`config.mk`:
```
export PLATFORM = sky130hd
export DESIGN_NAME = subway_sched_flat
export DESIGN_NICKNAME = d
export VERILOG_FILES = /design/src/rtl/subway_sched_if.sv /design/src/rtl/subway_sched.sv /design/src/flat_wrapper.sv
export SDC_FILE = /design/constraint.sdc
export NUM_CORES = 1
export LEC_CHECK = 0
export BUFFER_PORTS_ARGS = -buffer_cell sky130_fd_sc_hd__buf_2
export CAP_MARGIN = 20
export CELL_PAD_IN_SITES_DETAIL_PLACEMENT = 0
export CELL_PAD_IN_SITES_GLOBAL_PLACEMENT = 1
export CORE_AREA = 2 2 203 304
export DETAILED_ROUTE_END_ITERATION = 8
export DIE_AREA = 0 0 205 306
export GPL_ROUTABILITY_DRIVEN = 0
export PLACE_DENSITY_LB_ADDON = 0.1
export SLEW_MARGIN = 0
export SYNTH_ARGS = -nofsm -noshare
export SYNTH_HDL_FRONTEND = slang
export SYNTH_SLANG_ARGS = --single-unit
```
`constraint.sdc`:
```
create_clock -name clk -period 4.95 [get_ports clk]
set_clock_uncertainty 0.05 [all_clocks]
set_input_delay 0.7425 -clock clk [delete_from_list [all_inputs] [get_ports clk]]
set_output_delay 0.7425 -clock clk [all_outputs]
set_load 0.05 [all_outputs]
```
`src/rtl/subway_sched_if.sv`:
```
// Bundle of map-input, planner and move-output signals for subway_sched.
// The slave modport is the scheduler; the master modport is the environment around it.
interface subway_sched_if;
  logic       in_valid;
  logic [1:0] init;
  logic [1:0] in0;
  logic [1:0] in1;
  logic [1:0] in2;
  logic [1:0] in3;
  logic       pl_start;
  logic [1:0] pl_init;
  logic       rd_req;
  logic [5:0] rd_col;
  logic       rd_gnt;
  logic [7:0] rd_data;
  logic       mv_valid;
  logic [1:0] mv;
  logic       out_valid;
  logic [1:0] out;

  modport slave (
    input  in_valid, init, in0, in1, in2, in3, rd_req, rd_col, mv_valid, mv,
    output pl_start, pl_init, rd_gnt, rd_data, out_valid, out
  );

  modport master (
    output in_valid, init, in0, in1, in2, in3, rd_req, rd_col, mv_valid, mv,
    input  pl_start, pl_init, rd_gnt, rd_data, out_valid, out
  );
endinterface

```
`src/rtl/subway_sched.sv`:
```
// Subway game scheduler: buffers up to 64 map columns, serves planner reads,
// collects 63 planner moves and replays them as a contiguous output stream.
module subway_sched #(
  parameter int LOOKAHEAD = 8
) (
  input logic           clk,
  input logic           rst_n,
  subway_sched_if.slave bus
);

  typedef enum logic [1:0] {IDLE, LOAD, RUN, OUT} state_t;

  state_t     r_state;
  logic [7:0] r_map   [0:63];
  logic [1:0] r_moves [0:62];
  logic [6:0] r_wrCnt;
  logic [5:0] r_mvCnt;
  logic [5:0] r_outIdx;
  logic       r_plStart;
  logic [1:0] r_plInit;
  logic       r_rdGnt;
  logic [7:0] r_rdData;
  logic       r_outValid;
  logic [1:0] r_out;

  logic [7:0] w_col;
  logic       w_colWe;
  logic       w_mvWe;
  logic [6:0] w_wrNext;

  // Columns are accepted in every state until the map is full; in IDLE the count is 0, so
  // the first column of a game lands at index 0 through the same path.
  assign w_col    = {bus.in3, bus.in2, bus.in1, bus.in0};
  assign w_colWe  = bus.in_valid && (r_wrCnt < 7'd64);
  assign w_wrNext = r_wrCnt + 7'(w_colWe);
  assign w_mvWe   = (r_state == RUN) && bus.mv_valid && (r_mvCnt < 6'd63);

  always_ff @(posedge clk) begin
    if (w_colWe) r_map[r_wrCnt[5:0]] <= w_col;
    if (w_mvWe)  r_moves[r_mvCnt]    <= bus.mv;
  end

  always_ff @(posedge clk) begin
    if (!rst_n) begin
      r_state    <= IDLE;
      r_wrCnt    <= '0;
      r_mvCnt    <= '0;
      r_outIdx   <= '0;
      r_plStart  <= 1'b0;
      r_plInit   <= '0;
      r_rdGnt    <= 1'b0;
      r_rdData   <= '0;
      r_outValid <= 1'b0;
      r_out      <= '0;
    end else begin
      r_plStart <= 1'b0;
      r_rdGnt   <= 1'b0;
      r_rdData  <= '0;
      r_wrCnt   <= w_wrNext;
      case (r_state)
        IDLE: begin
          if (bus.in_valid) begin
            r_plInit <= bus.init;
            r_state  <= LOAD;
          end
        end
        LOAD: begin
          if (w_wrNext >= 7'(LOOKAHEAD)) begin
            r_state   <= RUN;
            r_plStart <= 1'b1;
          end
        end
        RUN: begin
          // Compare against the pre-edge count so a column written this edge is not readable.
          if (bus.rd_req && ({1'b0, bus.rd_col} < r_wrCnt)) begin
            r_rdGnt  <= 1'b1;
            r_rdData <= r_map[bus.rd_col];
          end
          if (w_mvWe) begin
            r_mvCnt <= r_mvCnt + 6'd1;
            if (r_mvCnt == 6'd62) begin
              r_state    <= OUT;
              r_outValid <= 1'b1;
              r_out      <= r_moves[0];
              r_outIdx   <= 6'd1;
            end
          end
        end
        OUT: begin
          if (r_outIdx == 6'd63) begin
            r_state    <= IDLE;
            r_outValid <= 1'b0;
            r_out      <= '0;
            r_outIdx   <= '0;
            r_wrCnt    <= '0;
            r_mvCnt    <= '0;
            r_plInit   <= '0;
          end else begin
            r_out    <= r_moves[r_outIdx];
            r_outIdx <= r_outIdx + 6'd1;
          end
        end
        default: r_state <= IDLE;
      endcase
    end
  end

  assign bus.pl_start  = r_plStart;
  assign bus.pl_init   = r_plInit;
  assign bus.rd_gnt    = r_rdGnt;
  assign bus.rd_data   = r_rdData;
  assign bus.out_valid = r_outValid;
  assign bus.out       = r_out;

endmodule

```
`src/flat_wrapper.sv`:
```
// flat-port wrapper written by rule: the top's interface ports become plain ports
module subway_sched_flat 
#(
  parameter int LOOKAHEAD = 8
)
  (clk, rst_n, bus_in_valid, bus_init, bus_in0, bus_in1, bus_in2, bus_in3, bus_rd_req, bus_rd_col, bus_mv_valid, bus_mv, bus_pl_start, bus_pl_init, bus_rd_gnt, bus_rd_data, bus_out_valid, bus_out);
  subway_sched_if bus_i ();
  input logic clk;
  input logic rst_n;
  input wire logic [$bits(bus_i.in_valid)-1:0] bus_in_valid;
  input wire logic [$bits(bus_i.init)-1:0] bus_init;
  input wire logic [$bits(bus_i.in0)-1:0] bus_in0;
  input wire logic [$bits(bus_i.in1)-1:0] bus_in1;
  input wire logic [$bits(bus_i.in2)-1:0] bus_in2;
  input wire logic [$bits(bus_i.in3)-1:0] bus_in3;
  input wire logic [$bits(bus_i.rd_req)-1:0] bus_rd_req;
  input wire logic [$bits(bus_i.rd_col)-1:0] bus_rd_col;
  input wire logic [$bits(bus_i.mv_valid)-1:0] bus_mv_valid;
  input wire logic [$bits(bus_i.mv)-1:0] bus_mv;
  output wire logic [$bits(bus_i.pl_start)-1:0] bus_pl_start;
  output wire logic [$bits(bus_i.pl_init)-1:0] bus_pl_init;
  output wire logic [$bits(bus_i.rd_gnt)-1:0] bus_rd_gnt;
  output wire logic [$bits(bus_i.rd_data)-1:0] bus_rd_data;
  output wire logic [$bits(bus_i.out_valid)-1:0] bus_out_valid;
  output wire logic [$bits(bus_i.out)-1:0] bus_out;
  assign bus_i.in_valid = bus_in_valid;
  assign bus_i.init = bus_init;
  assign bus_i.in0 = bus_in0;
  assign bus_i.in1 = bus_in1;
  assign bus_i.in2 = bus_in2;
  assign bus_i.in3 = bus_in3;
  assign bus_i.rd_req = bus_rd_req;
  assign bus_i.rd_col = bus_rd_col;
  assign bus_i.mv_valid = bus_mv_valid;
  assign bus_i.mv = bus_mv;
  assign bus_pl_start = bus_i.pl_start;
  assign bus_pl_init = bus_i.pl_init;
  assign bus_rd_gnt = bus_i.rd_gnt;
  assign bus_rd_data = bus_i.rd_data;
  assign bus_out_valid = bus_i.out_valid;
  assign bus_out = bus_i.out;
  subway_sched #(.LOOKAHEAD(LOOKAHEAD)) u_core (.clk(clk), .rst_n(rst_n), .bus(bus_i));
endmodule
```
Word level (Yosys, flattened, before mapping)
Memory sizes are Yosys's and may differ from the RTL's. A register that Yosys moved wholly into a read port is not among the register bits. Index checks and enable logic that the tools add are counted.

Bits of input ports: 23. Memories kept: 2. Word-level logic and storage cells: 77. Output and inout bits: 15. RAM bits: 638. Bits in registers: 28.

Eq/ne operators: 10. Add/sub/neg operators: 3. Reduce and logical (&&, ||, !) cells: 16. Muxes and demuxes: 33. Magnitude comparators: 4.

Memories: u_core.r_map (depth 64, width 8, rd ports 1, clocked after Yosys merged registers in 1, wr ports 1, line subway_sched.sv:14) `logic [7:0] r_map [0:63];`; u_core.r_moves (depth 63, width 2, rd ports 2, clocked after Yosys merged registers in 1, wr ports 1, line subway_sched.sv:15) `logic [1:0] r_moves [0:62];`.

Operators with widths (number): two-way mux 6 bit (7); one-hot mux 6 bit (2 select lines) (2); two-way mux 2 bit (9); two-way mux 7 bit (2); adder 6 x 1 -> 6 bit, second input constant (2); == test 6 bit, second input constant (2); AND reduction 3 bit (4); two-way mux 1 bit (9); one-hot mux 2 bit (2 select lines) (2); one-hot mux 2 bit (4 select lines) (1); adder 7 x 1 -> 7 bit (1); greater-or-equal comparator 7 x 4 -> 1 bit, second input constant (1); less-than comparator 6 x 7 -> 1 bit (1); less-than comparator 7 bit, second input constant (1); less-than comparator 6 bit, second input constant (1); inequality test 2 x 1 -> 1 bit, second input constant (3); AND reduction 5 bit (1); == test 2 bit, second input constant (2); logical AND 1 bit (4); inequality test 2 bit, second input constant (2); AND reduction 2 bit (2); AND reduction 4 bit (1); nonzero test 2 bit (2); == test 2 x 1 -> 1 bit, second input constant (1); 3 further kinds (3).

Logic depth before layout (Yosys ltp)
Gate-level depths: netlist of run 1.

Depth in word-level cells: 7. Depth in mapped cells: 10. Mapped depth without buffers: 10.

Worst setup path before layout of run 1
OpenSTA, ideal clock, no wires.

Path kind: input to register. Start: in bus_in_valid. End: reg u_core.r_state[0]. Cell stages on the path: 10. Slack: 2467 ps. Buffers on the path: 0. Arrival: 2317 ps. Cells stage by stage: inv_1 -> nor2_1 -> ha_1 -> ha_1 -> nand3_1 -> nor3_1 -> xnor2_1 -> and3b_1 -> or4_1 -> o211a_1.

Cells in the longest elaborated chain, start to end: 5. Elaborated cells between the ends (all ways): 6. Classes of those cells: 1 x add/sub; 1 x order compare; 2 x eq/ne; 2 x reduce/logical.

RTL lines: from (decl) (line flat_wrapper.sv:10) `input wire logic [$bits(bus_i.in_valid)-1:0] bus_in_valid;`; logical AND 1 bit (line subway_sched.sv:34) `assign w_colWe = bus.in_valid && (r_wrCnt < 7'd64);`; adder 7 x 1 -> 7 bit (line subway_sched.sv:35) `assign w_wrNext = r_wrCnt + 7'(w_colWe);`; greater-or-equal comparator 7 x 4 -> 1 bit (line subway_sched.sv:68) `if (w_wrNext >= 7'(LOOKAHEAD)) begin`; inequality test 2 x 1 -> 1 bit (no line); AND reduction 5 bit (no line) *; to (signal assigned) (line subway_sched.sv:45) `r_state <= IDLE;`; to (signal assigned) (line subway_sched.sv:64) `r_state <= LOAD;`; to (signal assigned) (line subway_sched.sv:69) `r_state <= RUN;`; to (decl) (line subway_sched.sv:13) `state_t r_state;`.

Every way passes the cells marked *; elsewhere a longest branch is shown, timed or not. A chain may end at the register's enable or synchronous reset.

Worst setup path after layout of run 1
Start: reg u_core.r_wrCnt[2]. End: mem u_core.r_map[47][5], enable pin.

Cells in the longest elaborated chain, start to end: 4.

RTL lines: from (decl) (line subway_sched.sv:16) `logic [6:0] r_wrCnt;`; from (signal assigned) (line subway_sched.sv:59) `r_wrCnt <= w_wrNext;`; less-than comparator 7 bit (line subway_sched.sv:34); logical AND 1 bit (line subway_sched.sv:34); two-way mux 1 bit (line subway_sched.sv:39) `if (w_colWe) r_map[r_wrCnt[5:0]] <= w_col;`; two-way mux 1 bit (implied by the code) (line subway_sched.sv:39); to (decl) (line subway_sched.sv:14).

Parallel ways exist; a longest one is shown, timed or not.

==> reports/metrics.csv, run 1 <==
stage;metric;value;unit
clock_network;CTS Sinks;680;
clock_network;hold_buf cts;0;
final_layout;Post-Layout Cell Count;2313;
run;number of max-cap violations;0;
power;worst ir drop on vdd;265;uV
worst_setup_path;Worst R2R Path Depth;4;
floorplanning;Chip Height;306;um
synth;Syn Nets;1460;
synth;post-synthesis sequential area ratio;74.7;%
synth;yosys warns;0;
worst_setup_path;Worst setup EP type;register;
global_routing;total gr overflow;0;
placement;port bufs;37;
global_routing;vias in the first global route;14000;
clock_network;Reg clk slew, reported paths;0.07;ns
clock_network;latest clock arrival within the worst-skew pair;0.63;ns
global_routing;GRT Overall Usage;21.2;%
synth;Yosys reg bits;680;
worst_setup_path;Req. time, crit path;5.15;ns
sta;Final Hold Viols;0;
floorplanning;Ports;38;
synth;Gate Count Post-Synth;1423;
routing;Vias per Instance;5.75;
floorplanning;die width;205;um
min_path;hold path depth;3;
worst_setup_path;RR Endpoint;u_core.r_map[47][5];
final_layout;Syn-to-layout area delta;11.2;%
routing;# DRC;0;
routing;WL final;65.1;mm
sta;Max Slew Vio Count;0;
synth;Avg Cell Area, Syn;18.8;um^2
routing;Vias;13300;
clock_network;CTS Buf Count;61;
worst_setup_path;critical path launch point type;register;
sta;worst slew margin relative to its limit;27.2;%
sta;Max Clk Rate;356;MHz
synth;ys flop type;edfxtp_1;
status;status;complete, no violations;
routing;DR iter-0 viols;782;
global_routing;first-pass GRT wire length;95.6;mm
clock_network;clock tree buffer depth;3;
global_routing;initial antenna violation count;2;
floorplanning;Core Region;60000;um^2
floorplanning;Initial Util;44.6;%
placement;Final HPWL DP;41.5;mm
global_routing;largest net degree at the start of global routing;65;
floorplanning;die area;62700;um^2
sta;worst slew pin tran;1.09;ns
sta;Final Cycle Share;56.7;%
worst_setup_path;reg-to-reg startpoint;u_core.r_wrCnt[2];
power;Pwr Density;398;nW/um^2
clock_network;Post-CTS Setup Bufs;0;
sta;RSZ-0062 raised after global routing;false;
worst_setup_path;critical path's top delay family;simple AND/OR/NAND/NOR gates;
sta;Total Neg Setup Slack;0;ns
worst_setup_path;slowest CP cell;nor2_1;
sta;fin crit period;2.81;ns
final_layout;Antenna diodes;0;
worst_setup_path;Crit path arrival time;3.01;ns
worst_setup_path;r2r setup slk;2.14;ns
worst_setup_path;crit-path cells;inv_1 > nor3_1 > nand3_1 > nor2_1;
synth;Synth async-reset ratio;0;%
routing;Routed Antenna Nets;0;
routing;DRT Pass-1 Iters;5;
worst_setup_path;Worst path depth;4;
clock_network;clock root cell;clkbuf_16;
worst_setup_path;CP bufs+invs;1;
synth;Cell variety after synth;54;
clock_network;CTS tree;built;
min_path;hold_sp;bus_init[1];
final_layout;final net count;1517;
clock_network;H-tree depth;2;
sta;Final setup viols;0;
clock_network;CTS resizes;0;
min_path;Hold Path End;u_core.bus.pl_init[1];
power;Leak;0.00918;uW
floorplanning;# rows;110;
worst_setup_path;delay of the slowest critical-path stage;0.87;ns
worst_setup_path;CP Max Fanout;8;
synth;Post-Synthesis Cell Area;26800;um^2
routing;wire per inst;28.1;um
placement;DP Cell Count;2198;
min_path;Worst Hold Class;in -> reg;
final_layout;share of layout cells above drive strength 1;20.3;%
synth;number of flops mapped to enable cells by yosys;638;
worst_setup_path;kind of critical path;reg -> reg;
synthesized netlist by cell type (all sizes together), types with 7 or more instances:
| cell | number | area (um^2) |
|---|---|---|
| ha | 14 | 175 |
| nor2b | 13 | 81.3 |
| a21oi | 41 | 205 |
| nor4 | 10 | 62.6 |
| nor3 | 7 | 35.0 |
| mux2i | 19 | 190 |
| dfxtp | 42 | 841 |
| nand3 | 24 | 120 |
| and3 | 8 | 50.1 |
| buf | 40 | 279 |
| mux4 | 151 | 3420 |
| o21ai | 10 | 50.1 |
| edfxtp | 638 | 19200 |
| nor2 | 171 | 642 |
| nand2b | 7 | 43.8 |
| xnor2 | 9 | 78.8 |
| a22oi | 70 | 526 |
| clkbuf | 35 | 131 |
| inv | 15 | 56.3 |
| nand2 | 36 | 135 |
flip-flops by register name (all words and copies together) (netlist names), 2 cells and up, named ones only:
signal / cells
u_core.r_map: 512
u_core.r_moves: 126
u_core.bus.rd_data: 8
u_core.r_wrCnt: 7
u_core.r_mvCnt: 6
u_core.r_outIdx: 6
u_core.bus.out: 2
u_core.bus.pl_init: 2
u_core.r_state: 2
logic make-up (layout without fill, tap and decap cells):
logic type / after synthesis / after routing / share of synthesized area (%)
xor gates and xnor gates: 12 / 12 / 0.393
DFF: 680 / 680 / 74.7
buffers and inverters: 91 / 197 / 1.76
AOI/OAI and AO/OA: 150 / 150 / 3.84
muxes: 173 / 173 / 13.6
adders and majority gates: 14 / 14 / 0.654
and+or+nand+nor: 303 / 303 / 5.08
area by class of cell:
class / instances / area, um^2
clock buffer: 76 / 1600
clock inverter: 36 / 307
fill: 5063 / 30200
inverter: 16 / 60.1
multi-input combinational: 652 / 6320
sequential: 680 / 20000
tap: 784 / 981
timing repair buffer: 69 / 519
worst max-delay path by stage:
stage                 startpoint                    end
3_5_place_dp       bus_rd_col[0]  u_core.bus.rd_data[6]
2_1_floorplan       bus_in_valid      u_core.r_state[0]
5_1_grt        u_core.r_wrCnt[2]    u_core.r_map[31][7]
3_3_place_gp       bus_rd_col[0]  u_core.bus.rd_data[5]
6_report       u_core.r_wrCnt[2]    u_core.r_map[47][5]
4_1_cts        u_core.r_wrCnt[2]    u_core.r_map[31][3]
metrics by stage:
stage / cell area [um^2] / utilization (%) / hold slack, ns / power [uW] / worst slack, ns
after floorplan: 26800 / - / 0.418 / 7050 / 2.47
after global placement: 27800 / 46.3 / 0.436 / 7370 / 1.58
after detailed placement: 27800 / 46.3 / 0.454 / 7380 / 1.61
after CTS: 29700 / 49.5 / 0.296 / 12000 / 2.10
after global routing: 29800 / 49.6 / 0.331 / 12200 / 1.98
final: 29800 / 49.6 / 0.337 / 11800 / 2.14
worst reg2reg max path, stage by stage, from the launching register on:
cell and delay [ns]:
dfxtp_1 0.44, inv_1 0.11, nor3_1 0.38, nand3_1 0.57, nor2_1 0.87
report_power, final:
part / switching [uW] / leakage, uW / internal [uW]
Clock: 2060 / 0.000926 / 2550
Sequential: 54.8 / 0.00608 / 6320
Combinational: 535 / 0.00218 / 326
Total: 2650 / 0.00918 / 9200
metal layers:
layer	up-vias	part of all wire, %	wire, um	track usage [%]
li1	5853	-	-	-
met1	7007	37	24100	24.9
met2	332	56	36200	39.8
met3	104	4.2	2760	2.83
met4	2	3.0	1970	6.56
met5	-	0.017	11	0
cell usage in the layout, fill, tap and decap left out, types with 3 or more instances in the layout:
| cell type | synthesis | final |
|---|---|---|
| o21ai_0 | 10 | 10 |
| buf_4 | 8 | 27 |
| a211oi_1 | 4 | 4 |
| edfxtp_1 | 638 | 638 |
| nand3_1 | 24 | 24 |
| ha_1 | 14 | 14 |
| and2_1 | 4 | 3 |
| bufinv_16 | 0 | 5 |
| dfxtp_1 | 42 | 41 |
| buf_2 | 15 | 35 |
| nand2_1 | 36 | 36 |
| nand2b_1 | 7 | 7 |
| xor2_1 | 3 | 3 |
| mux2i_1 | 19 | 19 |
| nor2b_1 | 13 | 11 |
| nor2_1 | 171 | 170 |
| nor4_1 | 10 | 10 |
| a31oi_1 | 3 | 3 |
| buf_12 | 1 | 5 |
| a21oi_1 | 41 | 41 |
| inv_1 | 14 | 14 |
| a311oi_1 | 4 | 4 |
| mux4_1 | 4 | 4 |
| or2_2 | 3 | 3 |
| a22oi_1 | 70 | 70 |
| nand3b_1 | 6 | 6 |
| a21o_1 | 4 | 4 |
| mux2_2 | 3 | 3 |
| xnor2_1 | 9 | 9 |
| and3_1 | 8 | 8 |
| clkinv_1 | 1 | 19 |
| clkbuf_16 | 0 | 62 |
| clkinv_2 | 0 | 8 |
| nand4_1 | 6 | 6 |
| o211ai_1 | 4 | 4 |
| nor3_1 | 7 | 7 |
| clkbuf_1 | 35 | 14 |
| mux4_2 | 147 | 147 |
No activity file was read; power rests on OpenSTA's default activity.
==> inputs of run 2 (changes only) <==
ABC_AREA = 1   (was default)
CORE_AREA = 2 2 207 310   (was 2 2 203 304)
DIE_AREA = 0 0 209 312   (was 0 0 205 306)
clock period = 2.8 ns   (was 4.95 ns; I/O delays follow)
==> run 2 against run 1 <==
  * Design area is 7.2% higher
  * Combinational power is 140% higher
  * Largest power group unchanged
  * Critical endpoint is now u_core.r_moves[20][1]
  * Area after synthesis is 4.1% higher
  * Clock-buffer cell count is 11 higher
  * Synthesized cell count is 71% higher
  * Highest routed layer is now met4
  * Sequential power is 76% higher
==> reports/metrics.csv, run 2 <==
stage;metric;value;unit;change
final_layout;Register Area;20000;um^2;unchanged
clock_network;CTS Sinks;680;;unchanged
synth;Yosys reg bits;680;;unchanged
routing;Routed Antenna Nets;0;;unchanged
routing;# DRC;0;;unchanged
synth;Synth top area share;68.7;%;was 71.5%
worst_setup_path;critical path launch point type;register;;unchanged
synth;top cell type by total area after synthesis;edfxtp_1;;unchanged
synth;Syn Nets;2469;;was 1,460
sta;Max Slew Vio Count;0;;unchanged
final_layout;Filler cells;5469;;was 5,063
worst_setup_path;crit-path cells;inv_1 > ha_1 > nand2_1 > clkinv_1 > nand2_2 > inv_1 > nand4_1 > nor2_1;;was inv_1 > nor3_1 > nand3_1 > nor2_1
power;internal power;16700;uW;was 9200 uW
worst_setup_path;CP Max Fanout;8;;unchanged
placement;placed cell areas;29800;um^2;was 27,800 um^2
final_layout;most common cell after layout, fill and taps aside;edfxtp_1;;unchanged
power;clock share of power;39.5;%;was 38.9%
placement;port bufs;37;;unchanged
clock_network;Post-CTS Setup Bufs;0;;unchanged
sta;Final setup viols;0;;unchanged
routing;Vias;18400;;was 13,300
sta;Final Hold Viols;0;;unchanged
power;Leak;0.0114;uW;was 0.00918 uW
routing;wire per inst;22.5;um;was 28.1 um
worst_setup_path;reg-to-reg startpoint;u_core.r_state[0];;was u_core.r_wrCnt[2]
status;status;complete, no violations;;unchanged
worst_setup_path;most frequent CP cell;inv_1;;
sta;Final Cycle Share;86.7;%;was 56.7%
run;number of max-cap violations;0;;unchanged
synth;Post-Synth Simple-Gate Area;17.4;%;was 5.08%
clock_network;CTS Buf Count;68;;was 61
synth;Synth async-reset ratio;0;%;unchanged
global_routing;GRT Overall Usage;23.7;%;was 21.2%
global_routing;total gr overflow;0;;unchanged
final_layout;max FFs per register;512;;unchanged
clock_network;clock root cell;clkbuf_16;;unchanged
final_layout;share of layout cells above drive strength 1;11.5;%;was 20.3%
routing;WL final;76.8;mm;was 65.1 mm
clock_network;clock tree buffer depth;3;;unchanged
sta;worst slew margin relative to its limit;33.6;%;was 27.2%
power;switching part of the total;23.9;%;was 22.3%
global_routing;initial antenna violation count;1;;was 2
global_routing;vias in the first global route;18300;;was 14,000
worst_setup_path;Worst setup EP type;register;;unchanged
clock_network;CTS resizes;0;;unchanged
routing;Vias per Instance;5.41;;was 5.75
clock_network;H-tree depth;3;;was 2
synth;Synth Area in XOR/XNOR;0.220;%;was 0.392%
clock_network;hold_buf cts;0;;unchanged
synth;Avg Cell Area, Syn;11.5;um^2;was 18.8 um^2
floorplanning;die width;209;um;was 205 um
synth;yosys warns;0;;unchanged
worst_setup_path;CP Capture Point;u_core.r_moves[20][1];;was u_core.r_map[47][5]
synth;ys flop type;edfxtp_1;;unchanged
routing;DR iter-0 viols;1319;;was 782
synth;Post-Synthesis Cell Area;27900;um^2;was 26,800 um^2
synth;Gate Count Post-Synth;2432;;was 1,423
worst_setup_path;Worst R2R Path Depth;8;;was 4
floorplanning;# rows;112;;was 110
power;worst ir drop on vdd;450;uV;was 265 uV
worst_setup_path;kind of critical path;reg -> reg;;unchanged
sta;worst slew pin tran;0.996;ns;was 1.09 ns
power;Comb pwr share;9.3;%;was 7.3%
sta;fin crit period;2.43;ns;was 2.81 ns
sta;Total Neg Setup Slack;0;ns;unchanged
synth;post-synthesis sequential area ratio;71.8;%;was 74.7%
synth;adder-cell share of the synthesized area;0.629;%;was 0.654%
synth;Synth top cells by count;638 x edfxtp_1, 535 x nand2_1, 307 x nand3_1;;was 638 x edfxtp_1, 171 x nor2_1, 147 x mux4_2
routing;DRT Pass-1 Iters;5;;unchanged
synth;number of flops mapped to enable cells by yosys;638;;unchanged
floorplanning;Chip Height;312;um;was 306 um
worst_setup_path;Req. time, crit path;3.01;ns;was 5.15 ns
final_layout;Syn-to-layout area delta;14.5;%;was 11.2%
global_routing;first-pass GRT wire length;114;mm;was 95.6 mm
synth;Compound-Gate Fraction of Synth Area;6.56;%;was 3.84%
synth;largest family of logic cells by synthesized area;simple AND/OR/NAND/NOR gates;;was multiplexers
worst_setup_path;RR Endpoint;u_core.r_moves[20][1];;was u_core.r_map[47][5]
final_layout;footprint of the multi-input gates;6920;um^2;was 6320 um^2
floorplanning;Ports;38;;unchanged
worst_setup_path;Crit path arrival time;2.64;ns;was 3.01 ns
placement;Final HPWL DP;49.3;mm;was 41.5 mm
final_layout;most frequent cells in the layout;638 x edfxtp_1, 535 x nand2_1, 307 x nand3_1, 298 x nor2_1, 176 x o21ai_0;;was 638 x edfxtp_1, 170 x nor2_1, 147 x mux4_2, 70 x a22oi_1, 62 x clkbuf_16
min_path;Worst Hold Class;in -> reg;;unchanged
clock_network;CTS tree;built;;unchanged
worst_setup_path;delay of the slowest critical-path stage;0.51;ns;was 0.87 ns
synth;count leader, synth;edfxtp_1;;unchanged
global_routing;largest net degree at the start of global routing;71;;was 65
floorplanning;Initial Util;44.7;%;was 44.6%
sta;RSZ-0062 raised after global routing;false;;unchanged
synth;Cell variety after synth;36;;was 54
floorplanning;Core Region;62400;um^2;was 60,000 um^2
floorplanning;die area;65200;um^2;was 62,700 um^2
synth;synth top area cells;edfxtp_1 69%, nand2_1 7.2%, nand3_1 5.5%;;was edfxtp_1 72%, mux4_2 12%, dfxtp_1 3.1%
power;net switching power;5250;uW;was 2650 uW
worst_setup_path;slowest CP cell;nand4_1;;was nor2_1
final_layout;fin area;31900;um^2;was 29,800 um^2
power;Seq pwr share;51.2;%;was 53.9%
sta;Max Clk Rate;412;MHz;was 356 MHz
synth;mux contribution to synthesized area;0;%;was 13.6%
worst_setup_path;crit path launch;u_core.r_state[0];;was u_core.r_wrCnt[2]
clock_network;latest clock arrival within the worst-skew pair;0.60;ns;was 0.63 ns
final_layout;final net count;2594;;was 1,517
worst_setup_path;r2r setup slk;0.37;ns;was 2.14 ns
power;Pwr Density;688;nW/um^2;was 398 nW/um^2
clock_network;Reg clk slew, reported paths;0.06;ns;was 0.07 ns
-- run 2: changes by cell type after synthesis, sizes merged, moves of 48 or more --
cell   change
buf       +48
nand3    +283
mux4     -151
inv       +65
a22oi     -68
o22ai     +64
nand2    +503
o21ai    +188
nor2     +128
-- run 2: worst max-delay path, delay by kind of cell, from the launching register on --
| kind | cells | cell delay [ns] |
|---|---|---|
| adder cells (fa/ha/maj) | 1 | 0.32 |
| buffers and inverters | 3 | 0.34 |
| AND/OR/NAND/NOR | 4 | 1.04 |
| flip-flops | 1 | 0.33 |
-- run 2: kinds of logic after synthesis --
kind of cell	Yosys count
compound gates	343
xor+xnor	7
fa+ha+maj	14
buf+inv	218
flops	680
simple gates	1170
-- run 2: how the worst min path moves through the flow --
stage | startpoint | to | slack [ns] | cells after the start
2_1_floorplan | u_core.r_state[1] | u_core.r_state[1] | 0.42 | 2
3_3_place_gp | u_core.bus.pl_init[0] | u_core.bus.pl_init[0] | 0.40 | 2
3_5_place_dp | u_core.bus.out_valid | u_core.bus.out_valid | 0.41 | 2
4_1_cts | bus_init[0] | u_core.bus.pl_init[0] | 0.01 | 3
5_1_grt | bus_init[0] | u_core.bus.pl_init[0] | 0.04 | 3
6_report | bus_init[0] | u_core.bus.pl_init[0] | 0.05 | 3
-- run 2: final cells by class --
class | instances | area share (%)
diodes | 1 | 0.00784
repair buffers | 188 | 4.95
flip-flops and latches | 680 | 62.7
clock buffers | 87 | 5.79
well taps | 798 | 3.13
clock inverters | 34 | 0.768
multi-input cells | 1534 | 21.7
inverters | 85 | 1.02
-- run 2: power by group through the flow --
| stage | registers, uW | clock network, uW | logic [uW] |
|---|---|---|---|
| 2_1_floorplan | 11500 | 0 | 1150 |
| 3_3_place_gp | 11500 | 0 | 2050 |
| 3_5_place_dp | 11500 | 0 | 2070 |
| 4_1_cts | 11200 | 8890 | 2080 |
| 5_1_grt | 11200 | 9220 | 2270 |
| 6_report | 11200 | 8670 | 2040 |
-- run 2: metrics by stage --
stage | utilization (%) | instances | hold slack, ns | power [uW] | setup slack, ns
2_1_floorplan | - | 2432 | 0.422 | 12700 | 0.577
3_3_place_gp | 47.8 | 3285 | 0.405 | 13500 | 0.438
3_5_place_dp | 47.8 | 3285 | 0.408 | 13500 | 0.348
4_1_cts | 51.2 | 3406 | 0.0119 | 22200 | 0.317
5_1_grt | 51.2 | 3406 | 0.0439 | 22700 | 0.209
6_report | 51.2 | 3407 | 0.0516 | 22000 | 0.373
-- run 2: routing by layer --
metal	routed length, um	global-route usage (%)	vias to the layer above
met5	0	0	-
met4	3550	11.7	0
met3	2650	2.44	141
met2	41800	44.6	430
met1	28800	26.4	9025
li1	-	-	8845
==> inputs of run 3 (changes only) <==
RECOVER_POWER = 50   (was default)
==> run 3 against run 2 <==
  * The flow now finishes with violations (max-capacitance violations, max-slew violations)
  * Critical path depth decreased by 6
  * Combinational power hardly changed
  * Global-route usage did not move
  * Sequential power barely moved
  * Fmax is 0.50% lower
  * Clock-buffer cell count unchanged
  * First-iteration DRC count fell by 2.2%
  * Clock power hardly changed
  * Hold slack improved by 0.0043 ns
  * Register-to-register slack about the same
  * Utilization decreased by 0.18 points
  * Wire length barely moved
==> reports/metrics.csv, run 3 (synthesized netlist as in run 2, its figures left out) <==
stage;metric;value;unit;change
worst_setup_path;slowest CP cell;clkbuf_1;;was nand4_1
clock_network;clock tree buffer depth;3;;unchanged
floorplanning;Chip Height;312;um;unchanged
final_layout;fin area;31800;um^2;was 31,900 um^2
clock_network;clock root cell;clkbuf_16;;unchanged
routing;DR iter-0 viols;1290;;was 1,319
worst_setup_path;Req. time, crit path;3.02;ns;was 3.01 ns
final_layout;Finished Core Util;51.0;%;was 51.2%
clock_network;H-tree depth;3;;unchanged
worst_setup_path;critical path's top delay family;buffers and inverters;;was simple AND/OR/NAND/NOR gates
clock_network;latest clock arrival within the worst-skew pair;0.60;ns;about the same
final_layout;Syn-to-layout area delta;14.1;%;was 14.5%
worst_setup_path;CP Max Fanout;33;;was 8
global_routing;initial antenna violation count;1;;unchanged
final_layout;Register Area;20000;um^2;unchanged
global_routing;GRT Overall Usage;23.7;%;unchanged
routing;DRT Pass-1 Iters;7;;was 5
final_layout;most frequent cells in the layout;638 x edfxtp_1, 535 x nand2_1, 307 x nand3_1, 298 x nor2_1, 176 x o21ai_0;;unchanged
worst_setup_path;Worst setup EP type;register;;unchanged
sta;final hold slack;0.0559;ns;was 0.0516 ns
power;Pwr Density;690;nW/um^2;was 688 nW/um^2
sta;Max Slew Vio Count;251;;was 0
sta;fin crit period;2.44;ns;was 2.43 ns
clock_network;CTS Buf Count;68;;unchanged
worst_setup_path;Crit path arrival time;2.66;ns;was 2.64 ns
floorplanning;die area;65200;um^2;unchanged
clock_network;CTS resizes;0;;unchanged
clock_network;CTS Sinks;680;;unchanged
worst_setup_path;delay of the slowest critical-path stage;1.49;ns;was 0.51 ns
worst_setup_path;crit-path cells;clkbuf_1 > clkbuf_1;;was inv_1 > ha_1 > nand2_1 > clkinv_1 > nand2_2 > inv_1 > nand4_1 > nor2_1
final_layout;max FFs per register;512;;unchanged
sta;Total Neg Setup Slack;0;ns;unchanged
worst_setup_path;most frequent CP cell;clkbuf_1;;was inv_1
power;worst ir drop on vdd;447;uV;was 450 uV
global_routing;total gr overflow;0;;unchanged
routing;Routed Antenna Nets;0;;unchanged
floorplanning;Core Region;62400;um^2;unchanged
worst_setup_path;CP bufs+invs;2;;was 3
global_routing;largest net degree at the start of global routing;71;;unchanged
floorplanning;# rows;112;;unchanged
power;Leak;0.0112;uW;was 0.0114 uW
clock_network;Reg clk slew, reported paths;0.06;ns;about the same
global_routing;vias in the first global route;18300;;unchanged
floorplanning;die width;209;um;unchanged
routing;WL final;76.7;mm;was 76.8 mm
placement;Final HPWL DP;49.3;mm;unchanged
worst_setup_path;critical path launch point type;input pin;;was register
run;number of max-cap violations;7;;was 0
floorplanning;Ports;38;;unchanged
sta;worst slew pin tran;2.34;ns;was 0.996 ns
final_layout;share of layout cells above drive strength 1;10.2;%;was 11.5%
placement;placed cell areas;29800;um^2;unchanged
sta;Final Cycle Share;87.1;%;was 86.7%
final_layout;footprint of the multi-input gates;6920;um^2;unchanged
sta;worst slew margin relative to its limit;-56.1;%;was 33.6%
clock_network;hold_buf cts;0;;unchanged
final_layout;Post-Layout Cell Count;3407;;unchanged
worst_setup_path;kind of critical path;in -> reg;;was reg -> reg
status;status;complete, but fails checks;;was complete, no violations
routing;wire per inst;22.5;um;about the same
global_routing;first-pass GRT wire length;114;mm;unchanged
sta;Final setup viols;0;;unchanged
final_layout;most common cell after layout, fill and taps aside;edfxtp_1;;unchanged
routing;# DRC;0;;unchanged
min_path;Worst Hold Class;in -> reg;;unchanged
sta;RSZ-0062 raised after global routing;false;;unchanged
final_layout;Filler cells;5500;;was 5,469
clock_network;Post-CTS Setup Bufs;0;;unchanged
routing;Vias per Instance;5.41;;about the same
placement;DP Cell Count;3285;;unchanged
status;failing checks;max-capacitance violations, max-slew violations;;
placement;port bufs;37;;unchanged
clock_network;CTS tree;built;;unchanged
floorplanning;Initial Util;44.7;%;unchanged
final_layout;final net count;2594;;unchanged
routing;Vias;18400;;about the same
sta;Final Hold Viols;0;;unchanged
sta;Max Clk Rate;410;MHz;was 412 MHz
-- run 3: cell count changes in the layout (fill, tap and decap cells not counted) --
cell / previous run / this run
buf_4: 132 / 115
clkbuf_1: 15 / 49
clkbuf_2: 0 / 6
buf_12: 20 / 18
buf_2: 35 / 14
-- run 3: worst paths after layout --
path	start	endpoint	slack (ns)	depth (start not counted)
max	bus_in3[0]	u_core.r_map[14][6]	0.36	2
min	bus_init[0]	u_core.bus.pl_init[0]	0.06	3
max reg2reg	u_core.r_wrCnt[6]	u_core.r_map[38][2]	0.37	6
min reg2reg	u_core.bus.out_valid	u_core.bus.out_valid	0.42	2
-- run 3: power breakdown --
group	leakage (uW)	internal [uW]	switching, uW
Sequential	0.00608	11200	52.3
Clock	0.00103	4940	3730
Combinational	0.00414	561	1460
-- run 3: final cells by class --
class                           count  share of cell area [%]
Clock inverter                     34                   0.771
Antenna cell                        1                 0.00787
Timing Repair Buffer              188                    4.61
Clock buffer                       87                    5.81
Multi-Input combinational cell   1534                    21.8
Inverter                           85                    1.02
Sequential cell                   680                    62.9
Tap cell                          798                    3.14
-- run 3: per-stage QoR --
step / setup WS [ns] / total power [uW]
after floorplan: 0.577 / 12700
after global placement: 0.438 / 13500
after detailed placement: 0.348 / 13500
after CTS: 0.317 / 22200
after global routing: 0.209 / 22700
final: 0.361 / 21900
-- run 3: layer usage --
metal	GRT usage [%]	wire length, um	vias up
met1	26.4	28500	9011
met3	2.44	2900	144
met5	0	0	-
met4	11.7	3590	0
li1	-	-	8840
met2	44.6	41700	441
